==> config.mk <==
export PLATFORM = sky130hd
export DESIGN_NAME = traffic_lane_sensor_flat
export DESIGN_NICKNAME = d
export VERILOG_FILES = /design/src/rtl/traffic_lane_sensor_if.sv /design/src/rtl/traffic_lane_sensor.sv /design/src/flat_wrapper.sv
export SDC_FILE = /design/constraint.sdc
export NUM_CORES = 1
export LEC_CHECK = 0
export CAP_MARGIN = 20
export CORE_ASPECT_RATIO = 1.25
export CORE_MARGIN = 5
export CORE_UTILIZATION = 40
export DETAILED_ROUTE_END_ITERATION = 7
export PLACE_DENSITY = 0.62
export SYNTH_ARGS = -nofsm -noshare
export SYNTH_HDL_FRONTEND = slang
export SYNTH_SLANG_ARGS = --single-unit
==> constraint.sdc <==
create_clock -name clk -period 2.5 [get_ports clk]
set_clock_uncertainty 0.2 [all_clocks]
set_input_delay 0.25 -clock clk [delete_from_list [all_inputs] [get_ports clk]]
set_output_delay 0.25 -clock clk [all_outputs]
set_load 0.03 [all_outputs]
==> src/rtl/traffic_lane_sensor_if.sv <==
// Bundle between the lane sensor and whatever drives the lights and arrivals.
//   arrA/arrB : car-arrival pulses, one car per clk edge sampled high
//   lA/lB     : light states per street (00 red, 01 yellow, 10 green, 11 illegal)
//   sA/sB     : traffic sensors, high while that street has queued cars
//   qA/qB     : queued car counts
//   ovfA/ovfB : sticky overflow flags (arrival dropped at full queue)
//   conflict  : sticky illegal-light-combination flag
interface traffic_lane_sensor_if #(
  parameter int unsigned QW = 3
);
  logic          arrA;
  logic          arrB;
  logic [1:0]    lA;
  logic [1:0]    lB;
  logic          sA;
  logic          sB;
  logic [QW-1:0] qA;
  logic [QW-1:0] qB;
  logic          ovfA;
  logic          ovfB;
  logic          conflict;

  // Stimulus / light-controller side
  modport master (
    output arrA, arrB, lA, lB,
    input  sA, sB, qA, qB, ovfA, ovfB, conflict
  );

  // Sensor side
  modport slave (
    input  arrA, arrB, lA, lB,
    output sA, sB, qA, qB, ovfA, ovfB, conflict
  );
endinterface

==> src/rtl/traffic_lane_sensor.sv <==
// Two-street approach model: queues arriving cars per street, lets one car
// depart after PASS_CYCLES consecutive green edges, drives the sensor
// inputs of the light controller and flags illegal light combinations.
//   clk   : rising-edge clock
//   reset : asynchronous active-low reset
//   bus   : traffic_lane_sensor_if slave modport (arrivals/lights in,
//           sensors/counts/flags out)
module traffic_lane_sensor #(
  parameter int unsigned QW          = 3,
  parameter int unsigned PASS_CYCLES = 2
) (
  input logic                  clk,
  input logic                  reset,
  traffic_lane_sensor_if.slave bus
);
  localparam int unsigned TW    = 4;
  localparam int unsigned LANES = 2;

  localparam logic [QW-1:0] Q_MAX  = {QW{1'b1}};
  localparam logic [QW-1:0] Q_ONE  = QW'(1);
  localparam logic [TW-1:0] T_ONE  = TW'(1);
  localparam logic [TW-1:0] T_LAST = TW'(PASS_CYCLES - 1);

  localparam logic [1:0] L_YEL = 2'b01;
  localparam logic [1:0] L_GRN = 2'b10;
  localparam logic [1:0] L_BAD = 2'b11;

  // Lane 0 is street A, lane 1 is street B
  logic [LANES-1:0]         arr;
  logic [LANES-1:0][1:0]    light;
  logic [LANES-1:0][QW-1:0] q_r;
  logic [LANES-1:0][QW-1:0] q_nx;
  logic [LANES-1:0][TW-1:0] t_r;
  logic [LANES-1:0][TW-1:0] t_nx;
  logic [LANES-1:0]         ovf_r;
  logic [LANES-1:0]         ovf_nx;
  logic [LANES-1:0]         dep;
  logic                     conflict_r;
  logic                     conflict_nx;

  assign arr   = {bus.arrB, bus.arrA};
  assign light = {bus.lB, bus.lA};

  // Per-lane pass timer, departure and saturating queue update
  always_comb begin
    q_nx   = q_r;
    t_nx   = '0;
    ovf_nx = ovf_r;
    dep    = '0;
    for (int unsigned i = 0; i < LANES; i++) begin
      // Any break in green (or an empty queue) abandons a partial pass
      if (light[i] == L_GRN && q_r[i] != '0) begin
        if (t_r[i] == T_LAST) begin
          dep[i] = 1'b1;
        end else begin
          t_nx[i] = t_r[i] + T_ONE;
        end
      end
      case ({arr[i], dep[i]})
        2'b10: begin
          if (q_r[i] == Q_MAX) begin
            ovf_nx[i] = 1'b1;
          end else begin
            q_nx[i] = q_r[i] + Q_ONE;
          end
        end
        2'b01:   q_nx[i] = q_r[i] - Q_ONE;
        default: q_nx[i] = q_r[i];
      endcase
    end
  end

  // Illegal: any 11, or both streets moving unless both are only yellow
  always_comb begin
    conflict_nx = conflict_r;
    if (bus.lA == L_BAD || bus.lB == L_BAD ||
        (bus.lA == L_GRN && bus.lB == L_GRN) ||
        (bus.lA == L_GRN && bus.lB == L_YEL) ||
        (bus.lA == L_YEL && bus.lB == L_GRN)) begin
      conflict_nx = 1'b1;
    end
  end

  // State registers
  always_ff @(posedge clk or negedge reset) begin
    if (!reset) begin
      q_r        <= '0;
      t_r        <= '0;
      ovf_r      <= '0;
      conflict_r <= 1'b0;
    end else begin
      q_r        <= q_nx;
      t_r        <= t_nx;
      ovf_r      <= ovf_nx;
      conflict_r <= conflict_nx;
    end
  end

  // Sensors decode the registered counts; flags come straight from flops
  assign bus.qA       = q_r[0];
  assign bus.qB       = q_r[1];
  assign bus.sA       = (q_r[0] != '0);
  assign bus.sB       = (q_r[1] != '0);
  assign bus.ovfA     = ovf_r[0];
  assign bus.ovfB     = ovf_r[1];
  assign bus.conflict = conflict_r;
endmodule

==> src/flat_wrapper.sv <==
// flat-port wrapper written by rule: the top's interface ports become plain ports
module traffic_lane_sensor_flat 
#(
  parameter int unsigned QW          = 3,
  parameter int unsigned PASS_CYCLES = 2
)
  (clk, reset, bus_arrA, bus_arrB, bus_lA, bus_lB, bus_sA, bus_sB, bus_qA, bus_qB, bus_ovfA, bus_ovfB, bus_conflict);
  traffic_lane_sensor_if #(.QW(QW)) bus_i ();
  input logic clk;
  input logic reset;
  input wire logic [$bits(bus_i.arrA)-1:0] bus_arrA;
  input wire logic [$bits(bus_i.arrB)-1:0] bus_arrB;
  input wire logic [$bits(bus_i.lA)-1:0] bus_lA;
  input wire logic [$bits(bus_i.lB)-1:0] bus_lB;
  output wire logic [$bits(bus_i.sA)-1:0] bus_sA;
  output wire logic [$bits(bus_i.sB)-1:0] bus_sB;
  output wire logic [$bits(bus_i.qA)-1:0] bus_qA;
  output wire logic [$bits(bus_i.qB)-1:0] bus_qB;
  output wire logic [$bits(bus_i.ovfA)-1:0] bus_ovfA;
  output wire logic [$bits(bus_i.ovfB)-1:0] bus_ovfB;
  output wire logic [$bits(bus_i.conflict)-1:0] bus_conflict;
  assign bus_i.arrA = bus_arrA;
  assign bus_i.arrB = bus_arrB;
  assign bus_i.lA = bus_lA;
  assign bus_i.lB = bus_lB;
  assign bus_sA = bus_i.sA;
  assign bus_sB = bus_i.sB;
  assign bus_qA = bus_i.qA;
  assign bus_qB = bus_i.qB;
  assign bus_ovfA = bus_i.ovfA;
  assign bus_ovfB = bus_i.ovfB;
  assign bus_conflict = bus_i.conflict;
  traffic_lane_sensor #(.QW(QW), .PASS_CYCLES(PASS_CYCLES)) u_core (.clk(clk), .reset(reset), .bus(bus_i));
endmodule
**Word level (Yosys, flattened, before mapping)**

Cells that the tools add are included.

- Add/subtract/negate cells: 6
- Multiply operators: 0
- Divide/modulo/power cells: 0
- Magnitude comparators: 0
- Eq/ne operators: 16
- Shifts and indexed selects: 0
- Mux-type cells: 12
- Bitwise gates (word level): 0
- Reductions and logical operators: 17

Operators with widths:

| cell | number |
|---|---|
| two-way mux 4 bit | 4 |
| == test 2 bit (second input constant) | 6 |
| case mux 3 bit (2 select lines) | 2 |
| adder 4 x 1 -> 4 bit (second input constant) | 2 |
| == test 2 x 1 -> 1 bit (second input constant) | 4 |
| == test 4 x 1 -> 1 bit (second input constant) | 2 |
| AND reduction 2 bit | 4 |
| adder 3 x 1 -> 3 bit (second input constant) | 2 |
| == test 3 bit (second input constant) | 2 |
| two-way mux 3 bit | 2 |
| nonzero test 3 bit | 2 |
| subtractor 3 x 1 -> 3 bit (second input constant) | 2 |
| logical AND 1 bit | 5 |
| logical OR 1 bit | 4 |
| two-way mux 1 bit | 4 |
| inequality test 2 bit (second input constant) | 2 |
| nonzero test 2 bit | 2 |

- Register bits: 17
- Latch bits: 0
- Memory bits (writable): 0
- Memory bits (read-only): 0
- Input port bits: 8
- Output and inout port bits: 11
- Logic and storage cells: 58
- Memories: 0

**Logic depth before layout (Yosys ltp)**

- Word-level depth: 6
- Mapped depth: 8
- Gate-level depth less buffers: 8

**Worst setup path before layout**

Ideal clock, no wire load.

- Path kind: flip-flop to flip-flop
- Start: reg u_core.q_r (netlist bit u_core.bus.qB[0])
- End: reg u_core.q_r (netlist bit u_core.bus.qB[2])
- Setup time: 80 ps
- Data arrival time: 2078 ps
- Data required time: 2220 ps
- Path slack: 141 ps
- Cell stages (with the launch flop): 8
- Path buffers: 0
- Clock period less this slack: 2359 ps
- Path through: dfrtp_1 -> or3_4 -> nand4_4 -> or2_2 -> fa_1 -> nand3b_1 -> mux2i_1 -> xor2_1

- Longest elaborated chain between the ends: 6
- Elaborated cells on any way between the ends: 13
- Classes of those cells: add/sub: 2; eq/ne: 4; mux: 3; reduce/logical: 4

Ends and longest elaborated chain:

| item | RTL line | source |
|---|---|---|
| start: declaration | traffic_lane_sensor.sv:31 | `logic [LANES-1:0][QW-1:0] q_r;` |
| start signal: assignment | traffic_lane_sensor.sv:92 | `q_r <= q_nx;` |
| nonzero test 3 bit (*) | - |  |
| net bus_sB | flat_wrapper.sv:16 | `output wire logic [$bits(bus_i.sB)-1:0] bus_sB;` |
| logical AND 1 bit (*) | traffic_lane_sensor.sv:52 | `if (light[i] == L_GRN && q_r[i] != '0) begin` |
| two-way mux 1 bit (*) | traffic_lane_sensor.sv:52 |  |
| == test 2 bit / == test 2 x 1 -> 1 bit (equally long branches) | traffic_lane_sensor.sv:59 | `case ({arr[i], dep[i]})` |
| inequality test 2 bit (no source line) / nonzero test 2 bit (equally long branches) | - |  |
| AND reduction 2 bit (no source line) | - |  |

The timed path passes the listed nets; every way through them passes the cells marked *. The select of a mux whose other input is x is not followed.
A chain may end at the register's enable or synchronous reset.

**Worst setup path after layout**

- Start: in bus_lB[1]
- End: reg u_core.q_r (netlist bit u_core.bus.qB[2])

- Longest elaborated chain between the ends: 6
- Elaborated cells on any way between the ends: 9
- Classes of those cells: eq/ne: 4; mux: 2; reduce/logical: 3

Ends and longest elaborated chain:

| item | RTL line | source |
|---|---|---|
| start: declaration | flat_wrapper.sv:14 | `input wire logic [$bits(bus_i.lB)-1:0] bus_lB;` |
| == test 2 bit (*) | traffic_lane_sensor.sv:52 |  |
| logical AND 1 bit (*) | traffic_lane_sensor.sv:52 |  |
| two-way mux 1 bit (*) | traffic_lane_sensor.sv:52 |  |
| == test 2 bit / == test 2 x 1 -> 1 bit (equally long branches) | traffic_lane_sensor.sv:59 |  |
| inequality test 2 bit (no source line) / nonzero test 2 bit (equally long branches) | - |  |
| AND reduction 2 bit (no source line) | - |  |

Every way passes the cells marked *; elsewhere a longest branch is shown, timed or not.

==> results by group <==
Run status
  • Status: complete, no violations

Worst setup path
  • CP max stage delay: 0.48 ns
  • Worst-path fanout max: 2
  • Worst-path cell chain: clkdlybuf4s50_1 > nor2b_1 > nand4_4 > or2_2 > fa_1 > nand3b_1 > mux2i_1 > xor2_1
  • Crit. End Element: flip-flop
  • WP buf/inv: 1
  • Worst Path Arrival: 2.26 ns
  • Slowest-stage cell, CP: clkdlybuf4s50_1
  • Setup CP Type: input pin to flip-flop
  • CP startpoint kind: input pin
  • Worst path top cell family by delay: simple AND/OR/NAND/NOR gates
  • CP required: 2.52 ns

Power
  • LEAKAGE: 0.549 nW
  • Pwr dens: 817 nW/um^2
  • Worst vdd ir: 0.000494 V

Timing
  • Final setup viols: 0
  • Worst hold slack: 0.206 ns
  • Maximum clock frequency: 445 MHz
  • Final period util: 0.898
  • Setup TNS: 0 ns
  • Relative slew slack: 0.490
  • Final WS setup: 0.255 ns
  • Worst-Margin Slew: 0.763 ns
  • Slew Limit Fails: 0
  • Crit path time final: 2.25 ns
  • Final Hold Fails: 0
  • RSZ-0062 raised after global routing: false

Synthesis
  • Syn_nets: 98
  • Combinational family with the most area after synthesis: simple AND/OR/NAND/NOR gates
  • Avg Cell Area, Syn: 11.1 sq um
  • Mux cell area share after synthesis: 0.0643
  • Post-Synthesis Cells: 84
  • Post-synthesis xor/xnor area fraction: 0.0751
  • Compound-Gate Fraction of Synth Area: 0.0483
  • Mapped Area: 933 sq um
  • #FFs+latches synth: 17
  • Adder-cell area share of the yosys netlist: 0.107
  • YS warnings: 0
  • Synth Area in Simple Gates: 0.225
  • Seq/Total Area, Yosys: 0.456
  • Distinct cell type count after synthesis: 20

Place
  • Place WS: -0.0445 ns
  • GPL Wtd Cong: 0.795
  • # port buffers: 18
  • Detailed placement HPWL: 1350 um

CTS
  • Root buf cell: clkbuf_4
  • CTS buffer count: 3
  • Max Root-Sink Buffers: 2
  • Clk sink count: 17
  • Reg clk slew, reported paths: 0.10 ns
  • CTS tree: built
  • Setup bufs post-CTS: 0
  • H-tree level count: 1
  • Post_cts resized: 0
  • Hold_buf cts: 0
  • Clk_lat worst skew: 0.28 ns

Hold path
  • Tightest Hold Check Type: input pin to async pin

Final layout
  • Area occupied by multi-input gates: 485 sq um
  • Sequential Area: 425 sq um
  • Antenna diode count: 0
  • Layout cell share with drive strength beyond 1: 0.144
  • Fin nets: 126
  • Fill cells: 206
  • Final core utilization: 0.550
  • Area Growth Syn to Fin: 30.3%

Flow run
  • Max Cap Viol: 0

Route
  • Post-DR vias/cell: 4.70
  • Routed Antenna Nets: 0
  • Initial DRC count: 12
  • Post-route DRC: 0
  • Initial DRT Pass Iterations: 2
  • Via count: 667
  • DR WL/cell: 11.9 um
  • WL final: 1680 um

Global route
  • Largest net degree at the start of global routing: 18
  • Gr usage total: 0.121
  • Grt total ovfl: 0
  • First-pass GRT wire length: 3120 um
  • Number of global-route vias before repair: 678
  • Initial antenna violation count: 0

Die
  • Die area: 3410 sq um
  • Die height: 64.0 um
  • Core area: 2210 sq um
  • Die width: 53.2 um
  • Initial core utilization: 0.422
  • Num rows: 19
  • I/O pins: 19
## final timing paths
path                                     start             endpoint  slack [ns]  cells past startpoint
setup reg to reg                 u_core.t_r[2]     u_core.bus.qA[2]        0.31                      7
hold reg to reg            u_core.bus.conflict  u_core.bus.conflict        0.29                      1
hold / removal                           reset     u_core.bus.qB[2]        0.21                      1
setup / recovery                     bus_lB[1]     u_core.bus.qB[2]        0.25                      8
max in group asynchronous                reset     u_core.bus.qA[0]        1.42                      1
min in group clk           u_core.bus.conflict  u_core.bus.conflict        0.29                      1
## synth_stat cells
| cell type | instances | area share |
|---|---|---|
| nor2_1 | 10 | 0.040 |
| o21bai_1 | 2 | 0.016 |
| xnor2_1 | 2 | 0.019 |
| ha_1 | 4 | 0.054 |
| nor2b_1 | 2 | 0.013 |
| nand2b_1 | 2 | 0.013 |
| or3_4 | 2 | 0.024 |
| nand3_1 | 4 | 0.021 |
| nand4_4 | 2 | 0.046 |
| nand2_1 | 6 | 0.024 |
| fa_1 | 2 | 0.043 |
| inv_1 | 6 | 0.024 |
| a22oi_1 | 2 | 0.016 |
| a21o_1 | 2 | 0.016 |
| dfrtp_1 | 17 | 0.46 |
| or2_2 | 4 | 0.027 |
| mux2i_1 | 6 | 0.064 |
| maj3_1 | 1 | 0.011 |
| xor2_1 | 6 | 0.056 |
| nand3b_1 | 2 | 0.016 |
## cell families (layout without fill, tap and decap cells)
logic type,Yosys count,after routing
AO/OA/AOI/OAI,6,6
XOR/XNOR,8,8
adder cells (fa/ha/maj),7,7
buffers and inverters,6,33
flip-flops,17,17
multiplexers,6,6
AND/OR/NAND/NOR,34,34
## worst register-to-register path, cell delays in order, from the launching register on
cell and delay, ns:
dfrtp_1 0.42, nor2_1 0.24, nand4_4 0.12, or2_2 0.29, fa_1 0.38, nand3b_1 0.16, mux2i_1 0.16, xor2_1 0.15
## layout by cell type, fill, tap and decap left out
cell type,Yosys,routed
a21o_1,2,2
a22oi_1,2,2
buf_4,0,5
clkbuf_1,0,1
clkbuf_4,0,3
clkdlybuf4s50_1,0,18
dfrtp_1,17,17
fa_1,2,2
ha_1,4,4
inv_1,6,6
maj3_1,1,1
mux2i_1,6,6
nand2_1,6,6
nand2b_1,2,2
nand3_1,4,4
nand3b_1,2,2
nand4_4,2,2
nor2_1,10,10
nor2b_1,2,2
o21bai_1,2,2
or2_2,4,4
or3_4,2,2
xnor2_1,2,2
xor2_1,6,6
## final cells by class
type	count	area share
flip-flops and latches	17	0.350
inverters	6	0.0185
multi-input cells	61	0.399
well taps	31	0.0319
clock buffers	4	0.0216
repair buffers	23	0.179
## through the flow
stage	instance area [sq um]	std cells	total power, mW
finish	1220	142	0.994
global route	1220	142	1.07
CTS	1220	142	1.01
detailed placement	1190	138	0.861
global placement	1190	138	0.855
floorplan	933	84	0.678
## layer usage
layer | track usage | up-vias | share of wire
li1 | - | 332 | -
met1 | 0.174 | 319 | 0.50
met2 | 0.167 | 14 | 0.43
met3 | 0.0279 | 2 | 0.053
met4 | 0.0575 | 0 | 0.0095
met5 | 0 | - | 0
## registers in the layout, indices dropped and copies added, names as in the netlist
signal / count
u_core.ovf_r: 2
u_core.bus.qB: 3
u_core.bus.qA: 3
u_core.t_r: 8
u_core.bus.conflict: 1
## report_power, final
group	internal (mW)	total [mW]	switching (mW)
Clock	0.0619	0.144	0.0819
Sequential	0.329	0.398	0.0684
Combinational	0.204	0.453	0.249
Total	0.595	0.994	0.399
Power figures use the tool's default switching activity.
